===== src/rtl/megaram_mem_arbiter.sv =====
// Shares the external memory port between the MegaRAM cartridge path and the image loader.
// Cartridge cycles are stretched with WAIT; the loader gets priority after a bounded wait.
module megaram_mem_arbiter #(
    parameter int TIMEOUT     = 64,
    parameter int LD_MAX_WAIT = 16
) (
    input  logic        clk,
    input  logic        reset_n,
    input  logic        cart_rd,
    input  logic        cart_wr,
    input  logic [22:0] cart_addr,
    input  logic [7:0]  cart_din,
    output logic [7:0]  cart_dout,
    output logic        cart_wait_n,
    input  logic        ld_req,
    input  logic        ld_we,
    input  logic [22:0] ld_addr,
    input  logic [7:0]  ld_din,
    output logic [7:0]  ld_dout,
    output logic        ld_ack,
    output logic        mem_req,
    output logic        mem_we,
    output logic [22:0] mem_addr,
    output logic [7:0]  mem_wdata,
    input  logic [7:0]  mem_rdata,
    input  logic        mem_ack,
    output logic        timeout_err
);
    localparam int WD_W = $clog2(TIMEOUT);
    localparam int LW_W = $clog2(LD_MAX_WAIT + 1);

    typedef enum logic [1:0] {IDLE, CART_BUSY, LD_BUSY} state_t;

    state_t          state;
    logic            cart_done;
    logic [WD_W-1:0] wd_cnt;
    logic [LW_W-1:0] ld_wait_cnt;

    logic       cart_act, cart_pend, wd_expire, busy_done, ld_first;
    logic [7:0] rdata_eff;

    assign cart_act  = cart_rd | cart_wr;
    assign cart_pend = cart_act & ~cart_done;
    // WAIT must drop in the strobe cycle itself, so it is decoded straight from the strobes.
    assign cart_wait_n = ~reset_n | ~cart_pend;

    assign wd_expire = (state != IDLE) && !mem_ack && (wd_cnt == WD_W'(TIMEOUT - 1));
    assign busy_done = (state != IDLE) && (mem_ack || wd_expire);
    assign rdata_eff = mem_ack ? mem_rdata : 8'hFF;
    assign ld_first  = ld_req && (!cart_pend || ld_wait_cnt >= LW_W'(LD_MAX_WAIT));

    // An aborted Z80 cycle (strobe gone at completion) leaves cart_done clear, so the next strobe re-issues.
    always_ff @(posedge clk or negedge reset_n) begin
        if (!reset_n)
            cart_done <= 1'b0;
        else if (!cart_act)
            cart_done <= 1'b0;
        else if (state == CART_BUSY && busy_done)
            cart_done <= 1'b1;
    end

    always_ff @(posedge clk or negedge reset_n) begin
        if (!reset_n)
            ld_wait_cnt <= '0;
        else if (!ld_req || ld_ack)
            ld_wait_cnt <= '0;
        else if (ld_wait_cnt < LW_W'(LD_MAX_WAIT))
            ld_wait_cnt <= ld_wait_cnt + LW_W'(1);
    end

    always_ff @(posedge clk or negedge reset_n) begin
        if (!reset_n) begin
            state       <= IDLE;
            mem_req     <= 1'b0;
            mem_we      <= 1'b0;
            mem_addr    <= '0;
            mem_wdata   <= '0;
            ld_ack      <= 1'b0;
            ld_dout     <= 8'h00;
            cart_dout   <= 8'hFF;
            timeout_err <= 1'b0;
            wd_cnt      <= '0;
        end else begin
            ld_ack <= 1'b0;
            case (state)
                IDLE: begin
                    wd_cnt <= '0;
                    if (ld_first) begin
                        mem_req   <= 1'b1;
                        mem_we    <= ld_we;
                        mem_addr  <= ld_addr;
                        mem_wdata <= ld_din;
                        state     <= LD_BUSY;
                    end else if (cart_pend) begin
                        mem_req   <= 1'b1;
                        mem_we    <= cart_wr;
                        mem_addr  <= cart_addr;
                        mem_wdata <= cart_din;
                        state     <= CART_BUSY;
                    end
                end
                CART_BUSY, LD_BUSY: begin
                    if (busy_done) begin
                        mem_req <= 1'b0;
                        state   <= IDLE;
                        if (state == CART_BUSY) begin
                            if (!mem_we)
                                cart_dout <= rdata_eff;
                        end else begin
                            ld_dout <= rdata_eff;
                            ld_ack  <= 1'b1;
                        end
                        if (wd_expire)
                            timeout_err <= 1'b1;
                    end else begin
                        wd_cnt <= wd_cnt + WD_W'(1);
                    end
                end
                default: state <= IDLE;
            endcase
        end
    end
endmodule


===== config.mk =====
export PLATFORM = sky130hd
export DESIGN_NAME = megaram_mem_arbiter
export DESIGN_NICKNAME = d
export VERILOG_FILES = /design/src/rtl/megaram_mem_arbiter.sv
export SDC_FILE = /design/constraint.sdc
export NUM_CORES = 1
export LEC_CHECK = 0
export ABC_CLOCK_PERIOD_IN_PS = 1800
export BUFFER_PORTS_ARGS = -buffer_cell sky130_fd_sc_hd__buf_2
export CAP_MARGIN = 20
export CORE_MARGIN = 2
export CORE_UTILIZATION = 30
export CTS_CLUSTER_SIZE = 30
export DETAILED_ROUTE_END_ITERATION = 8
export GPL_TIMING_DRIVEN = 0
export PLACE_DENSITY = 0.59
export SLEW_MARGIN = 20
export SYNTH_ARGS = -nofsm -noshare
export SYNTH_HDL_FRONTEND = slang
export SYNTH_SLANG_ARGS = --single-unit

===== constraint.sdc =====
create_clock -name clk -period 1.8 [get_ports clk]
set_input_delay 0.27 -clock clk [delete_from_list [all_inputs] [get_ports clk]]
set_output_delay 0.27 -clock clk [all_outputs]
set_load 0.05 [all_outputs]

## Word-level counts from Yosys, hierarchy flattened

Index checks and enable logic that the tools add are counted.

- Eq/ne operators: 7
- Bitwise operators: 8
- Mux-type cells: 24
- Reductions and logical operators: 24
- Magnitude comparators: 2
- $add $sub $neg: 2

Operators by type and width:

| kind | number |
|---|---|
| $mux W23 | 2 |
| $mux W8 | 3 |
| $pmux W6 S2 | 1 |
| $mux W1 | 10 |
| $mux W5 | 2 |
| $reduce_and A3 Y1 | 3 |
| $reduce_bool A2 Y1 | 4 |
| $add A6 B1 Y6 const B | 1 |
| $eq A6 B6 Y1 const B | 1 |
| $mux W2 | 3 |
| $mux W6 | 1 |
| $reduce_and A2 Y1 | 3 |
| $add A5 B1 Y5 const B | 1 |
| $ge A5 B5 Y1 const B | 1 |
| $logic_and A1 B1 Y1 | 5 |
| $lt A5 B5 Y1 const B | 1 |
| $not A1 Y1 | 5 |
| $ne A2 B2 Y1 const B | 2 |
| $pmux W2 S2 | 1 |
| $reduce_and A4 Y1 | 1 |
| $logic_not A1 Y1 | 3 |
| $logic_or A1 B1 Y1 | 3 |
| $ne A3 B3 Y1 const B | 1 |
| $eq A2 B1 Y1 const B | 1 |
| 7 further kinds | 8 |

- Logic and storage cells: 79
- Output and inout port bits: 52
- Input port bits: 77
- Flip-flop bits (word level): 65

## Depth between registers and ports, before layout

- Word-level depth: 8
- Gate-level depth with buffers: 7
- Gate-level depth less buffers: 6

## Worst setup path after synthesis

No wires, ideal clock.

- Path kind: reg2reg
- From: register state[0]
- To: register ld_dout[0]
- Arrival time: 1.564 ns
- Cell stages (with the launch flop): 7
- Path slack: 0.114 ns
- Setup time: 0.122 ns
- Path buffers: 0
- Period minus slack after synthesis: 1.686 ns
- Required time: 1.678 ns
- Path through: dfrtp_1 -> inv_1 -> ha_1 -> nor2b_1 -> nand3_1 -> nand2_1 -> o22a_1

- Cells in the longest elaborated chain, start to end: 6
- Elaborated cells on any way between the ends: 10
- Classes of those cells: eq/ne (2); bitwise (1); reduce/logical (7)

RTL lines:

| item | RTL line | source |
|---|---|---|
| from (decl) | 34 | `state_t state;` |
| from (signal assigned) | 73 | `state <= IDLE;` |
| from (signal assigned) | 93 | `state <= LD_BUSY;` |
| from (signal assigned) | 99 | `state <= CART_BUSY;` |
| $reduce_bool A2 Y1 | 47, 48 |  |
| $logic_and A1 B1 Y1 (2 in series) | 47 | `assign wd_expire = (state != IDLE) && !mem_ack && (wd_cnt == WD_W'(TIMEOUT - 1));` |
| $logic_or A1 B1 Y1 | 48 | `assign busy_done = (state != IDLE) && (mem_ack \|\| wd_expire);` |
| $logic_and A1 B1 Y1 | 48 |  |
| $reduce_and A3 Y1 (no source line) (*) | n/a |  |
| to (signal assigned) | 110 | `ld_dout <= rdata_eff;` |
| to (decl) | 19 | `output logic [7:0] ld_dout,` |

Every way passes the cells marked *; elsewhere a longest branch is shown, timed or not.
A chain may end at the register's enable or synchronous reset.

## Worst setup path in the final report

- From: register wd_cnt[0]
- To: register cart_dout[4]

- Cells in the longest elaborated chain, start to end: 5

RTL lines:

| item | RTL line | source |
|---|---|---|
| from (decl) | 36 | `logic [WD_W-1:0] wd_cnt;` |
| from (signal assigned) | 116 | `wd_cnt <= wd_cnt + WD_W'(1);` |
| $eq A6 B6 Y1 | 47 |  |
| $logic_and A1 B1 Y1 | 47 |  |
| $logic_or A1 B1 Y1 | 48 |  |
| $logic_and A1 B1 Y1 | 48 |  |
| $reduce_and A4 Y1 (no source line) | n/a |  |
| to (signal assigned) | 108 | `cart_dout <= rdata_eff;` |
| to (decl) | 13 | `output logic [7:0] cart_dout,` |

Every way passes these cells.

==> impl_table.tex <==
\begin{tabular}{lr}
\hline
Metric & Value \\
\hline
\multicolumn{2}{l}{\textbf{Timing}} \\
\quad Fmax & about 600 MHz \\
\quad Period minus WS final & 1.68 ns \\
\quad Setup repair after global routing missed its margin & no \\
\quad Max-slew headroom at the worst pin & 71.8\% \\
\quad Actual slew at the worst max-slew pin & about 0.42 ns \\
\quad Share of the clock period used by the worst path after layout & about 93\% \\
\quad Final setup violation count & 0 \\
\quad Final number of max-transition violations & 0 \\
\quad Hold violation total from the final report & 0 \\
\quad Worst Skew & between 0.01 and 0.015 ns \\
\multicolumn{2}{l}{\textbf{Detailed routing}} \\
\quad Routed length per placed instance & $\sim$14 um \\
\quad Antenna Nets Post-Route & 0 \\
\quad Number of design-rule violations left by the first detailed-router iteration & 112 \\
\quad Routed vias & approximately 2,600 \\
\quad Remaining design rule violation count & 0 \\
\quad Final WL & 7650 um \\
\quad Number of detailed-routing iterations run before antenna repair & 4 \\
\quad Via/cell ratio & between 4 and 5 \\
\multicolumn{2}{l}{\textbf{Pwr}} \\
\quad Power per cell area & $\sim$2100 nW/um2 \\
\quad Static Leakage & slightly below 2 nW \\
\quad Worst vdd ir & 947 uV \\
\quad Pwr Total & just under 0.009 W \\
\multicolumn{2}{l}{\textbf{Placed design}} \\
\quad \# placed instances & 540 \\
\quad DPL Wire Length & $\sim$5700 um \\
\quad Gp weighted congestion & approximately 0.81 \\
\quad Port buffer count & between 100 and 150 \\
\multicolumn{2}{l}{\textbf{Final layout}} \\
\quad Total area of multi-input combinational cells & $\sim$1300 um2 \\
\quad Share of post-route cells with drive strength above 1 & between 40\% and 50\% \\
\quad Total Nets Final & 502 \\
\quad Layout Utilization & a little over two fifths \\
\quad Number of antenna diodes & 0 \\
\quad Fin cells & between 500 and 600 \\
\quad Synthesis-to-layout area growth & 37.3\% \\
\quad Combined flip-flop and latch cell area & between 1500 and 2000 um2 \\
\quad Total of fill cells in the finished design & about 1,000 \\
\multicolumn{2}{l}{\textbf{Synth}} \\
\quad Post-Synthesis Cell Area & 3060 um2 \\
\quad Gate count after technology mapping & 279 \\
\quad Unique masters post-synth & 43 \\
\quad Net Count, Synth & 361 \\
\quad Mean area per synthesized cell & approximately 11 um2 \\
\quad Number of synthesized register bits & 65 \\
\quad Sequential-to-total area share from yosys stat & a little over half \\
\quad Synth Warn \# & 0 \\
\multicolumn{2}{l}{\textbf{Die}} \\
\quad Row Count & 36 \\
\quad Die height & between 100 and 150 um \\
\quad Die Footprint & 11,000 um2 \\
\quad Placeable core region & between 9000 and 10,000 um2 \\
\quad Horizontal die dimension & approximately 100 um \\
\quad I/O pin count & about 130 \\
\quad Initial core utilization & a little under a third \\
\multicolumn{2}{l}{\textbf{Clocking}} \\
\quad Clock transition at the registers of the reported paths & 0.07 ns \\
\quad Worst-Skew Late Latency & about 0.34 ns \\
\quad Root Driver & sky130\_fd\_sc\_hd\_\_clkbuf\_8 \\
\quad TritonCTS clock tree & yes \\
\quad Count of clock tree sinks & 65 \\
\quad CTS max path bufs & 2 \\
\quad H-tree depth & 3 \\
\quad Clock buffers created by TritonCTS & 9 \\
\multicolumn{2}{l}{\textbf{Worst setup path}} \\
\quad Worst setup path category & flop to flop \\
\quad Critical path data arrival time & around 2.0 ns \\
\quad Delay of the slowest cell on the worst path & roughly 0.42 ns \\
\quad Cells along the critical path & ha\_1 > and4\_1 > buf\_2 > a21oi\_2 > nor2\_4 > o22a\_1 \\
\quad Max stage delay cell, worst path & sky130\_fd\_sc\_hd\_\_dfrtp\_1 \\
\quad Sort of element at the start of the critical path & flop \\
\quad Setup crit end kind & flop \\
\quad Kind of cell adding the most delay to the critical path & compound AO/OA/AOI/OAI gates \\
\quad Highest fanout seen on the critical path & 8 \\
\quad Critical path required time & 2.07 ns \\
\quad Number of buffers and inverters on the critical path & 1 \\
\multicolumn{2}{l}{\textbf{GRT}} \\
\quad GR met1 Demand/Resource & 18.7\% \\
\quad Maximum number of pins on one net before global-route repair & between 40 and 50 \\
\quad Global-route met3 utilization & about 3.6\% \\
\quad Number of global-route vias before repair & roughly 2,700 \\
\quad First-pass GRT wire length & roughly 13,000 um \\
\quad Met2 GRT Util & 24.2\% \\
\quad Busiest grt layer & met2 \\
\quad Overall overflow remaining after global route & 0 \\
\quad Number of antenna violations at the first check in global routing & 0 \\
\quad Total track usage & 14.8\% \\
\multicolumn{2}{l}{\textbf{Hold path}} \\
\quad Worst min path class & input pin to flop \\
\multicolumn{2}{l}{\textbf{Flow run}} \\
\quad Maximum Capacitance Violations & 0 \\
\multicolumn{2}{l}{\textbf{Status}} \\
\quad Run status & finished, final reports clean \\
\hline
\end{tabular}
cell usage in the layout (no fill, tap or decap), types with 3 or more instances in the layout:
cell,Yosys,final
sky130_fd_sc_hd__clkbuf_8,0,10
sky130_fd_sc_hd__dfstp_2,8,8
sky130_fd_sc_hd__o22a_1,18,18
sky130_fd_sc_hd__o211ai_1,3,3
sky130_fd_sc_hd__a21oi_1,6,5
sky130_fd_sc_hd__o21ai_1,30,30
sky130_fd_sc_hd__nand2_1,43,42
sky130_fd_sc_hd__inv_1,5,4
sky130_fd_sc_hd__buf_4,1,4
sky130_fd_sc_hd__nand2b_1,4,4
sky130_fd_sc_hd__o21ai_0,11,11
sky130_fd_sc_hd__o21a_1,3,3
sky130_fd_sc_hd__mux2i_1,32,32
sky130_fd_sc_hd__dfrtp_1,57,57
sky130_fd_sc_hd__buf_2,6,131
sky130_fd_sc_hd__ha_1,5,4
sky130_fd_sc_hd__nor2_1,11,11
sky130_fd_sc_hd__buf_12,3,3
synth_stat cells, drive strengths merged:
library cell | instances | area, um2
dfrtp | 57 | 1430
nand2 | 43 | 161
o21ai | 42 | 214
mux2i | 32 | 320
o22a | 18 | 158
buf | 12 | 120
nor2 | 12 | 52.6
dfstp | 8 | 210
a21oi | 7 | 38.8
ha | 5 | 62.6
inv | 5 | 18.8
nand2b | 4 | 25.0
nand3 | 4 | 20.0
nor2b | 3 | 18.8
o211ai | 3 | 22.5
o21a | 3 | 22.5
clkbuf | 2 | 8.75
xor2 | 2 | 17.5
a211oi | 1 | 7.51
a21o | 1 | 7.51
a22oi | 1 | 7.51
a311oi | 1 | 8.76
a31oi | 1 | 6.26
a32oi | 1 | 8.76
a41oi | 1 | 8.76
and2 | 1 | 6.26
and2b | 1 | 8.76
and4 | 1 | 8.76
nand4 | 1 | 6.26
nand4b | 1 | 8.76
nor3b | 1 | 7.51
o21ba | 1 | 10.0
o311ai | 1 | 8.76
or2 | 1 | 8.76
xnor2 | 1 | 8.76
sequential cells by signal (all words and copies together) (netlist names):
signal	count
timeout_err	1
ld_wait_cnt	5
ld_ack	1
state	2
mem_wdata	8
mem_we	1
ld_dout	8
cart_dout	8
mem_addr	23
cart_done	1
mem_req	1
wd_cnt	6
path summary, 6_finish.rpt:
kind	start	end	slack, ns	cells after the start
worst min-delay path	mem_rdata[2]	ld_dout[2]	0.17	2
worst min register to register	timeout_err	timeout_err	0.46	1
worst max-delay path	wd_cnt[0]	cart_dout[4]	0.12	6
min in group asynchronous	reset_n	mem_wdata[6]	0.34	2
max in group asynchronous	reset_n	cart_dout[7]	0.87	3
worst max register to register	wd_cnt[0]	cart_dout[4]	0.12	6
per-layer routing:
| metal | up-vias | wire [um] | part of all wire (%) |
|---|---|---|---|
| li1 | 1282 | - | - |
| met1 | 1219 | 3480 | 46 |
| met2 | 63 | 3750 | 49 |
| met3 | 9 | 301 | 3.9 |
| met4 | 0 | 112 | 1.5 |
| met5 | - | 0 | 0 |
what timing repair did:
| action | in CTS | in global routing |
|---|---|---|
| resized for setup | 8 | 8 |
| endpoints found under the setup margin | 19 | 28 |
| setup buffers | 1 | 1 |
| hold buffers | 1 | 0 |
| endpoints found under the hold margin | 17 | 0 |
| pin swaps | 1 | 0 |
| gates cloned | 0 | 0 |
metrics by stage:
step	worst slack [ns]	setup TNS (ns)	cell area (um2)	hold WS (ns)
6_report	0.121	0	4200	0.174
4_1_cts	0.0171	0	4160	0.152
3_3_place_gp	-0.436	-4.19	3860	0.450
5_1_grt	0.0291	0	4200	0.157
2_1_floorplan	0.114	0	3060	-0.0256
3_5_place_dp	-0.417	-3.88	3890	0.174
kinds of logic (layout without fill, tap and decap cells):
logic type	Yosys count	in the layout	share of synthesized area (%)
muxes	32	32	10.5
buffers and inverters	19	165	4.83
adders and majority gates	5	5	2.05
DFF	65	65	53.6
xor gates and xnor gates	3	3	0.860
AOI/OAI and AO/OA	82	82	17.3
and+or+nand+nor	73	73	10.9
area by class of cell:
type                    instances  share of cell area (%)
plain buffers                  13                    2.98
repair buffers                131                    16.5
well taps                     133                    3.97
inverters                       5                   0.447
multi-input cells             195                    31.7
clock buffers                  11                    3.37
flip-flops and latches         65                    39.0
clock inverters                 5                    2.06
where the power goes:
part / total (W) / internal (W) / switching [W]
Clock: 0.00141 / 0.000828 / 0.000580
Sequential: 0.00249 / 0.00215 / 0.000341
Combinational: 0.00475 / 0.00135 / 0.00339
(Power assumes the default switching activity.)
